**src/rtl/if_stage_pkg.sv**
```systemverilog
// rtl/if_stage_pkg.sv - shared state encoding, vectors and IF_ID layout for the fetch stage
package if_stage_pkg;

  typedef enum logic [1:0] {
    FETCH = 2'd0,
    FULL  = 2'd1,
    DRAIN = 2'd2
  } if_state_t;

  localparam logic [31:0] IF_RESET_VECTOR = 32'h8000_0000;
  localparam logic [31:0] IF_IRQ_VECTOR   = 32'h8000_0004;
  localparam logic [31:0] IF_EXC_VECTOR   = 32'h8000_0008;
  localparam logic [31:0] IF_NOP_WORD     = 32'h0000_0000;

  localparam int IF_ID_INSTR_LSB = 0;
  localparam int IF_ID_INSTR_MSB = 31;
  localparam int IF_ID_PC4_LSB   = 32;
  localparam int IF_ID_PC4_MSB   = 63;

  // Builds the IF_ID word from its return-address and instruction fields.
  function automatic logic [63:0] pack_if_id(input logic [31:0] pc4, input logic [31:0] instr);
    logic [63:0] r;
    r = '0;
    r[IF_ID_PC4_MSB:IF_ID_PC4_LSB]     = pc4;
    r[IF_ID_INSTR_MSB:IF_ID_INSTR_LSB] = instr;
    return r;
  endfunction

endpackage

```
**src/rtl/if_redirect_mux.sv**
```systemverilog
// rtl/if_redirect_mux.sv - priority select of redirect request and target address
module if_redirect_mux
  import if_stage_pkg::*;
#(
  parameter logic [31:0] IRQ_VECTOR = IF_IRQ_VECTOR,
  parameter logic [31:0] EXC_VECTOR = IF_EXC_VECTOR
) (
  input  logic        interrupt,
  input  logic        exception,
  input  logic        jr,
  input  logic        j,
  input  logic        z,
  input  logic        write_en,
  input  logic [31:0] jr_target,
  input  logic [31:0] jump_target,
  input  logic [31:0] branch_target,
  output logic        redirect,
  output logic [31:0] target
);

  // Traps always win; control-flow redirects only count when decode is not stalled.
  always_comb begin
    redirect = 1'b1;
    target   = IRQ_VECTOR;
    if (interrupt) begin
      target = IRQ_VECTOR;
    end else if (exception) begin
      target = EXC_VECTOR;
    end else if (write_en && jr) begin
      target = jr_target;
    end else if (write_en && j) begin
      target = jump_target;
    end else if (write_en && z) begin
      target = branch_target;
    end else begin
      redirect = 1'b0;
      target   = '0;
    end
  end

endmodule

```
**src/rtl/if_stage.sv**
```systemverilog
// rtl/if_stage.sv - instruction fetch stage with wait-state tolerant fetch; IF_PERF_COUNT_EN adds counters
module if_stage
  import if_stage_pkg::*;
#(
  parameter logic [31:0] RESET_VECTOR = IF_RESET_VECTOR,
  parameter logic [31:0] IRQ_VECTOR   = IF_IRQ_VECTOR,
  parameter logic [31:0] EXC_VECTOR   = IF_EXC_VECTOR,
  parameter logic [31:0] NOP_WORD     = IF_NOP_WORD
) (
  input  logic        clk,
  input  logic        reset,
  input  logic        PC_IF_ID_Write,
  input  logic        Z,
  input  logic        J,
  input  logic        JR,
  input  logic        interrupt,
  input  logic        exception,
  input  logic [31:0] branch_target,
  input  logic [31:0] jump_target,
  input  logic [31:0] jr_target,
  output logic        imem_req,
  output logic [31:0] imem_addr,
  input  logic        imem_ready,
  input  logic [31:0] imem_rdata,
  output logic [63:0] IF_ID,
  output logic [31:0] PC
`ifdef IF_PERF_COUNT_EN
  ,
  output logic [31:0] fetch_count,
  output logic [31:0] flush_count
`endif
);

  if_state_t   state, state_next;
  logic [31:0] pc_q, pc_next;
  logic [63:0] if_id_q, if_id_next;
  logic [31:0] buf_word, buf_next;
  logic [31:0] drain_addr, drain_next;
  logic [31:0] pc4;
  logic [31:0] word;
  logic        word_avail;
  logic        stall;
  logic        redirect;
  logic [31:0] target;
  logic        deliver;

  if_redirect_mux #(
    .IRQ_VECTOR(IRQ_VECTOR),
    .EXC_VECTOR(EXC_VECTOR)
  ) u_redirect (
    .interrupt    (interrupt),
    .exception    (exception),
    .jr           (JR),
    .j            (J),
    .z            (Z),
    .write_en     (PC_IF_ID_Write),
    .jr_target    (jr_target),
    .jump_target  (jump_target),
    .branch_target(branch_target),
    .redirect     (redirect),
    .target       (target)
  );

  assign stall      = ~PC_IF_ID_Write;
  assign pc4        = pc_q + 32'd4;
  assign word_avail = (state == FULL) || ((state == FETCH) && imem_ready);
  assign word       = (state == FULL) ? buf_word : imem_rdata;
  assign deliver    = ~redirect && ~stall && word_avail;

  // State register.
  always_ff @(posedge clk) begin
    if (reset) state <= FETCH;
    else       state <= state_next;
  end

  // Next-state: a stale outstanding request must complete (DRAIN) before a new address is issued.
  always_comb begin
    state_next = state;
    if (redirect) begin
      if ((state == FETCH || state == DRAIN) && !imem_ready) state_next = DRAIN;
      else                                                   state_next = FETCH;
    end else if (stall) begin
      case (state)
        FETCH:   if (imem_ready) state_next = FULL;
        DRAIN:   if (imem_ready) state_next = FETCH;
        FULL:    state_next = FULL;
        default: state_next = FETCH;
      endcase
    end else begin
      case (state)
        DRAIN:   state_next = imem_ready ? FETCH : DRAIN;
        default: state_next = FETCH;
      endcase
    end
  end

  // Outputs: only FULL stops requesting; DRAIN keeps presenting the abandoned address.
  always_comb begin
    imem_req  = (state != FULL);
    imem_addr = (state == DRAIN) ? drain_addr : pc_q;
  end

  // Datapath next values for PC, IF_ID, hold buffer and drain address.
  always_comb begin
    pc_next    = pc_q;
    if_id_next = if_id_q;
    buf_next   = buf_word;
    drain_next = drain_addr;
    if (redirect) begin
      pc_next    = target;
      if_id_next = pack_if_id(target + 32'd4, NOP_WORD);
      if ((state == FETCH) && !imem_ready) drain_next = pc_q;
    end else if (stall) begin
      if ((state == FETCH) && imem_ready) buf_next = imem_rdata;
    end else if (word_avail) begin
      pc_next    = pc4;
      if_id_next = pack_if_id(pc4, word);
    end else begin
      if_id_next = pack_if_id(pc4, NOP_WORD);
    end
  end

  // Datapath registers.
  always_ff @(posedge clk) begin
    if (reset) begin
      pc_q       <= RESET_VECTOR;
      if_id_q    <= pack_if_id(RESET_VECTOR + 32'd4, NOP_WORD);
      buf_word   <= '0;
      drain_addr <= '0;
    end else begin
      pc_q       <= pc_next;
      if_id_q    <= if_id_next;
      buf_word   <= buf_next;
      drain_addr <= drain_next;
    end
  end

  assign PC    = pc_q;
  assign IF_ID = if_id_q;

`ifdef IF_PERF_COUNT_EN
  // Saturating counters of delivered instructions and taken redirects.
  always_ff @(posedge clk) begin
    if (reset) begin
      fetch_count <= '0;
      flush_count <= '0;
    end else begin
      if (deliver && (fetch_count != 32'hFFFF_FFFF)) fetch_count <= fetch_count + 32'd1;
      if (redirect && (flush_count != 32'hFFFF_FFFF)) flush_count <= flush_count + 32'd1;
    end
  end
`else
  logic unused_deliver;
  assign unused_deliver = deliver;
`endif

endmodule

```
**config.mk**
```make
export PLATFORM = sky130hd
export DESIGN_NAME = if_stage
export DESIGN_NICKNAME = d
export VERILOG_FILES = /design/src/rtl/if_stage_pkg.sv /design/src/rtl/if_redirect_mux.sv /design/src/rtl/if_stage.sv
export SDC_FILE = /design/constraint.sdc
export NUM_CORES = 1
export LEC_CHECK = 0
export BUFFER_PORTS_ARGS = -buffer_cell sky130_fd_sc_hd__clkbuf_2
export CAP_MARGIN = 40
export CORE_UTILIZATION = 54
export CTS_BUF_LIST = sky130_fd_sc_hd__clkbuf_4 sky130_fd_sc_hd__clkbuf_8
export DETAILED_ROUTE_END_ITERATION = 10
export PLACE_DENSITY = 0.95
export SETUP_SLACK_MARGIN = 0.4
export SLEW_MARGIN = 10
export SYNTH_ARGS = -nofsm -noshare
export SYNTH_HDL_FRONTEND = slang
export SYNTH_HIERARCHICAL = 1
export SYNTH_SLANG_ARGS = --single-unit
```
**constraint.sdc**
```tcl
create_clock -name clk -period 4 [get_ports clk]
set_input_delay 0.8 -clock clk [delete_from_list [all_inputs] [get_ports clk]]
set_output_delay 0.8 -clock clk [all_outputs]
set_load 0.02 [all_outputs]
```
==> summary.md, run 1 <==
| Metric | Value |
|---|---|
| Tightest Hold Check Type | `reg2reg` |
| Ys async rst share | `0%` |
| Final wirelength | `around 29 mm` |
| Fin crit period | `3.19 ns` |
| Root buf cell | `clkbuf_8` |
| Post-synth EDFFs | `0` |
| Wirelength per Cell | `18.4 µm` |
| Dpl cells | `about 1500` |
| Mapped Area | `~0.0087 mm²` |
| Final nets | `~1500` |
| Post-synth net total | `1233` |
| Combinational family with the most area after synthesis | `simple AND/OR/NAND/NOR gates` |
| Post-route clock period utilization | `between 70% and 80%` |
| Clock slew at reported path FFs | `about 0.090 ns` |
| Setup crit end kind | `flop` |
| CP startpoint kind | `input pin` |
| Worst Path Required | `4.37 ns` |
| Met2 Use GR | `54.3%` |
| Worst setup margin | `0.814 ns` |
| Final hold violation count | `0` |
| Fin Hold WS | `0.455 ns` |
| Simple-gate share of the synthesized area | `24.6%` |
| Syn Inst Count | `1094` |
| Overall Global Routing Usage | `33.3%` |
| Number of global-route vias before repair | `8331` |
| Status | `finished clean` |
| Max-Cap Viols | `0` |
| H-Tree Depth | `4` |
| M3 GR Usage | `7.10%` |
| Crit-path max FO | `43` |
| Proportion of synthesized area in mux cells | `approximately 7.6%` |
| Resize count post-CTS | `0` |
| Share of the synthesized area in the top cell type | `between 30% and 40%` |
| Pins Over Slew Limit | `0` |
| PD cells | `318 mW/mm²` |
| Synth Register Bits | `162` |
| Critical path type | `in2reg` |
| Main synth FF type | `dfxtp_1` |
| Synth top area cells | `dfxtp_1, nand2_1, a21oi_1` |
| Seq/Total Area, Yosys | `a little under two fifths` |
| Setup Viol. Count Final | `0` |
| DR iter-0 viols | `about 1200` |
| DIE AREA | `0.0167 mm²` |
| Initial antenna violation count | `1` |
| PortBufs | `265` |
| I/O pin cnt | `between 200 and 300` |
| Max VDD drop | `0.180 mV` |
| Synth warn | `6` |
| Rel. slew slack | `42.7%` |
| Worst-margin pin slew | `roughly 0.86 ns` |
| Adder-cell share of the synthesized area | `0.286%` |
| Core Util, Final | `67.1%` |
| Site Rows | `46` |
| Global-route wire length before repair | `about 43 mm` |
| Inserted Clock Buffers | `17` |
| Share of cells above drive strength 1 | `30.1%` |
| Largest net degree at the start of global routing | `71` |
| XOR/XNOR Fraction of Synth Area | `around 5.5%` |
| Die H | `129 µm` |
| Via density | `6.04` |
| Total number of vias | `roughly 9400` |
| GRT Max-Usage Layer | `met2` |
| Drt first pass iters | `8` |
| Placed cell areas | `0.0102 mm²` |
| Fin Setup TNS | `0 ns` |
| Dpl ws | `0.398 ns` |
| Fin area | `0.0106 mm²` |
| Syn_area_per_cell | `7.99 µm²` |
| Later-pin clock latency in the skew report | `around 0.47 ns` |
| Setup Skew | `0.0160 ns` |
| Die X | `129 µm` |
| CTS tree | `done` |
| Cell taking the most area after synthesis | `dfxtp_1` |
| M1 GR Usage | `a little over 40%` |
| Post-route ant nets | `0` |
| Synth Area in Compound Gates | `19.5%` |
| Initial cell density of the core | `55.2%` |
| Worst Path Arrival | `3.56 ns` |
| Core region area | `roughly 0.016 mm²` |
| Tot Pwr | `3.38 mW` |
| Synth-to-layout area growth | `21.5%` |
| Grt ovf | `0` |
| Clock Tree Buf Depth | `2` |
| CTS Hold Bufs | `0` |
| Placer Congestion | `1.04` |
| Fmax achieved | `314 MHz` |
| Hpwl dp | `20.4 mm` |
| Non-Filler Instances | `1553` |
| Clk sinks | `162` |
| # DRC | `0` |
| Postcts setup bufs | `0` |
| RSZ-0062 raised after global routing | `no` |
| Leak | `4.55 nW` |
| Synth unique cells | `68` |
==> worst max-delay path, stage by stage <==
cell,delay (ns)
clkbuf_2,0.21
buf_4,0.27
o31ai_1,0.23
nand2_1,0.40
nor2_2,0.43
nand2_1,0.21
or2_2,0.64
o21ai_0,0.33
==> layout by cell type (no fill, tap or decap), types with 9 or more instances in the layout <==
master / n
o21ai_0: 59
xor2_1: 23
nor4_1: 9
mux2_2: 27
a31oi_1: 9
a221oi_1: 28
o22ai_1: 17
xnor2_1: 32
mux2i_1: 36
nor3_2: 12
nand2_1: 208
nand4_1: 14
dfxtp_1: 162
a21o_1: 10
buf_4: 34
nor3_1: 27
nand3_1: 29
clkbuf_2: 264
and3_1: 20
nor2_1: 68
a21oi_1: 94
inv_1: 18
a211oi_1: 11
clkbuf_8: 19
==> flip-flops by register name (all words and copies together), names as in the netlist <==
name / count
IF_ID: 64
PC: 32
state: 2
drain_addr: 32
buf_word: 32
==> synthesized netlist by cell type, types with 3 or more instances <==
cell type    n
nand4_1     14
o21ai_1      4
nor3_2      12
a21oi_1     94
nor3b_1      3
nand4_2      3
dfxtp_1    162
buf_6        6
nor4_1      10
a31oi_1      9
nor4_2       3
o21ai_0     59
xor2_1      23
o211ai_1     8
a211oi_1    11
o22ai_1     17
or3_1        4
mux2_2      27
nand3_1     29
a21boi_0     3
clkbuf_1    62
a221oi_2     4
xnor2_1     32
and4_1       7
buf_1        4
a221o_1      3
and3_1      20
nor2_1      69
buf_2       14
inv_1       18
nand2b_1     4
a21o_1      10
a221oi_1    28
nor3_1      27
mux2i_1     36
nand2_1    208
==> logic make-up after synthesis <==
logic type,after synthesis
simple gates,433
compound gates,271
flops,162
buf+inv,108
mux,63
xor+xnor,55
fa+ha+maj,2
==> power by group <==
part	total (mW)	switching (mW)	internal, mW
clock	1.19	0.647	0.544
sequential	1.69	0.0457	1.65
combinational	0.495	0.308	0.187
==> area by class of cell <==
class	instances	area (µm²)
diodes	1	2.50
clock buffers	20	269
clock inverters	12	124
fillers	1189	5200
inverters	19	71.3
multi-input cells	824	5040
flip-flops and latches	162	3240
well taps	216	270
repair buffers	299	1600
==> path summary, 6_finish.rpt <==
path         cells after the start           start              to  slack (ns)
min reg2reg                      2  drain_addr[14]  drain_addr[14]        0.46
max                              8              JR       IF_ID[13]        0.81
min                              2  drain_addr[14]  drain_addr[14]        0.46
max reg2reg                      6           PC[2]          PC[20]        1.25
==> layer usage <==
| metal | wire length (µm) | vias to the layer above |
|---|---|---|
| met2 | 13400 | 680 |
| met1 | 10900 | 4244 |
| met4 | 1280 | 0 |
| li1 | - | 4340 |
| met5 | 0 | - |
| met3 | 3030 | 116 |
Power figures use the tool's default switching activity.
==> inputs of run 2 (changes only) <==
==> constraint.sdc (replaced) <==
create_clock -name clk -period 3 [get_ports clk]
set_input_delay 0.6 -clock clk [delete_from_list [all_inputs] [get_ports clk]]
set_output_delay 0.6 -clock clk [all_outputs]
set_load 0.02 [all_outputs]
==> run 2 against run 1 <==
First-iteration DRC count up 4.6%. Critical path depth up 2. Worst setup slack worse by 0.35 ns. Hold slack worse by 0.092 ns. Count of clock-buffer cells in the layout down 1. Combinational power up 43%. Register-to-register slack worse by 0.65 ns. Utilization up 2.2 points. Design area up 3.3%. Global-route usage up 0.84 points. Via count up 2.4%. Die area unchanged. Highest routed layer unchanged.
==> summary.md, run 2 (synthesized netlist as in run 1, its figures left out) <==
| Metric | Value |
|---|---|
| Critical path type | `in2reg` |
| Hpwl dp | `around 21 mm` |
| Drt first pass iters | `7` |
| Worst-margin pin slew | `approximately 0.73 ns` |
| Leak | `4.71 nW` |
| Setup Viol. Count Final | `0` |
| Global-route wire length before repair | `44.5 mm` |
| Largest net degree at the start of global routing | `69` |
| N_diodes | `0` |
| Max-Cap Viols | `0` |
| RSZ-0062 raised after global routing | `no` |
| Max VDD drop | `0.269 mV` |
| Via density | `around 6.1` |
| Status | `finished clean` |
| Root buf cell | `clkbuf_8` |
| Max FFs per register | `between 60 and 70` |
| Slowest stage delay, CP | `between 0.5 and 0.6 ns` |
| Clock Tree Buf Depth | `2` |
| DIE AREA | `0.0167 mm²` |
| Later-pin clock latency in the skew report | `0.47 ns` |
| Rel. slew slack | `51.2%` |
| Most frequent cells in the layout | `clkbuf_2, nand2_1, dfxtp_1, a21oi_1, nor2_1` |
| Wirelength per Cell | `18.4 µm` |
| DR iter-0 viols | `roughly 1200` |
| Placer Congestion | `0.949` |
| Final nets | `1488` |
| Fillers | `around 1200` |
| Setup Skew | `between 0.01 and 0.015 ns` |
| Worst setup margin | `0.462 ns` |
| # DRC | `0` |
| Share of cells above drive strength 1 | `33.1%` |
| Worst Path Required | `3.35 ns` |
| Fin crit period | `~2.5 ns` |
| PD cells | `roughly 400 mW/mm²` |
| Initial antenna violation count | `0` |
| Initial cell density of the core | `between 50% and 60%` |
| Tightest Hold Check Type | `in2reg` |
| Setup crit end kind | `flop` |
| Critical-path cell list | `clkbuf_2 > buf_12 > a221oi_1 > o22ai_1 > ha_2 > inv_2 > or4_4 > o31a_1 > o21ai_1 > o211ai_1` |
| Inserted Clock Buffers | `17` |
| Total number of vias | `9602` |
| Overall Global Routing Usage | `34.1%` |
| Post-route clock period utilization | `84.6%` |
| Site Rows | `46` |
| Clock slew at reported path FFs | `~0.09 ns` |
| Pins Over Slew Limit | `0` |
| Dpl ws | `-0.000434 ns` |
| H-Tree Depth | `4` |
| CTS tree | `done` |
| Post-route ant nets | `0` |
| Clk sinks | `162` |
| Worst Path Arrival | `2.88 ns` |
| I/O pin cnt | `266` |
| Core region area | `approximately 0.016 mm²` |
| Die H | `129 µm` |
| Die X | `129 µm` |
| PortBufs | `265` |
| Worst path slowest cell | `or4_4` |
| Commonest non-fill, non-tap cell in the layout | `clkbuf_2` |
| Final hold violation count | `0` |
| Core Util, Final | `69.3%` |
| Fmax achieved | `394 MHz` |
| CP startpoint kind | `input pin` |
| Number of global-route vias before repair | `just under 9000` |
| Synth-to-layout area growth | `25.5%` |
| Final wirelength | `a little under 30 mm` |
| Crit-path max FO | `34` |
| Grt ovf | `0` |
-- run 2: worst max-delay path: cells and delay by family --
kind | cells | cell delay [ns]
AOI/OAI and AO/OA | 5 | 0.99
and+or+nand+nor | 1 | 0.57
adders and majority gates | 1 | 0.31
buffers and inverters | 3 | 0.41
-- run 2: per-layer routing --
| metal | up-vias | GRT usage, % | routed length, µm |
|---|---|---|---|
| met2 | 649 | 56.8 | 13800 |
| met3 | 135 | 7.72 | 2890 |
| met5 | - | 0 | 0 |
| met1 | 4413 | 40.7 | 11000 |
| met4 | 0 | 19.0 | 1330 |
| li1 | 4405 | - | - |
-- run 2: power by group --
group / switching [mW] / internal [mW] / total, mW
sequential: 0.0546 / 2.20 / 2.25
clock: 0.866 / 0.630 / 1.50
combinational: 0.433 / 0.274 / 0.707
-- run 2: timing repair --
item,4_1_cts,5_1_grt
endpoints found under the setup margin,28,62
pin swaps,0,0
hold buffers,0,0
setup buffers,0,0
gates resized for setup,1,5
-- run 2: final cells by class --
class	instances	area, µm²	share of cell area, %
clock buffers	19	262	2.38
clock inverters	12	101	0.923
well taps	216	270	2.46
inverters	19	71.3	0.650
multi-input cells	824	5180	47.2
flip-flops and latches	162	3240	29.5
repair buffers	325	1850	16.8
-- run 2: metrics by stage --
step	hold WS, ns	total power, mW	area [µm²]	instances	setup TNS (ns)
5_1_grt	0.361	4.61	11000	1577	0
6_report	0.364	4.46	11000	1577	0
3_3_place_gp	0.433	2.96	10600	1546	0
4_1_cts	0.342	4.44	11000	1577	0
2_1_floorplan	0.433	2.70	8880	1094	0
3_5_place_dp	0.443	2.98	10600	1546	-0.000434
-- run 2: path summary, 6_finish.rpt --
kind	endpoint	cells after the start	slack, ns	from
worst min register to register	drain_addr[19]	2	0.46	drain_addr[19]
worst min-delay path	buf_word[28]	3	0.36	imem_rdata[28]
worst max register to register	IF_ID[50]	6	0.60	PC[3]
worst max-delay path	IF_ID[62]	10	0.46	J
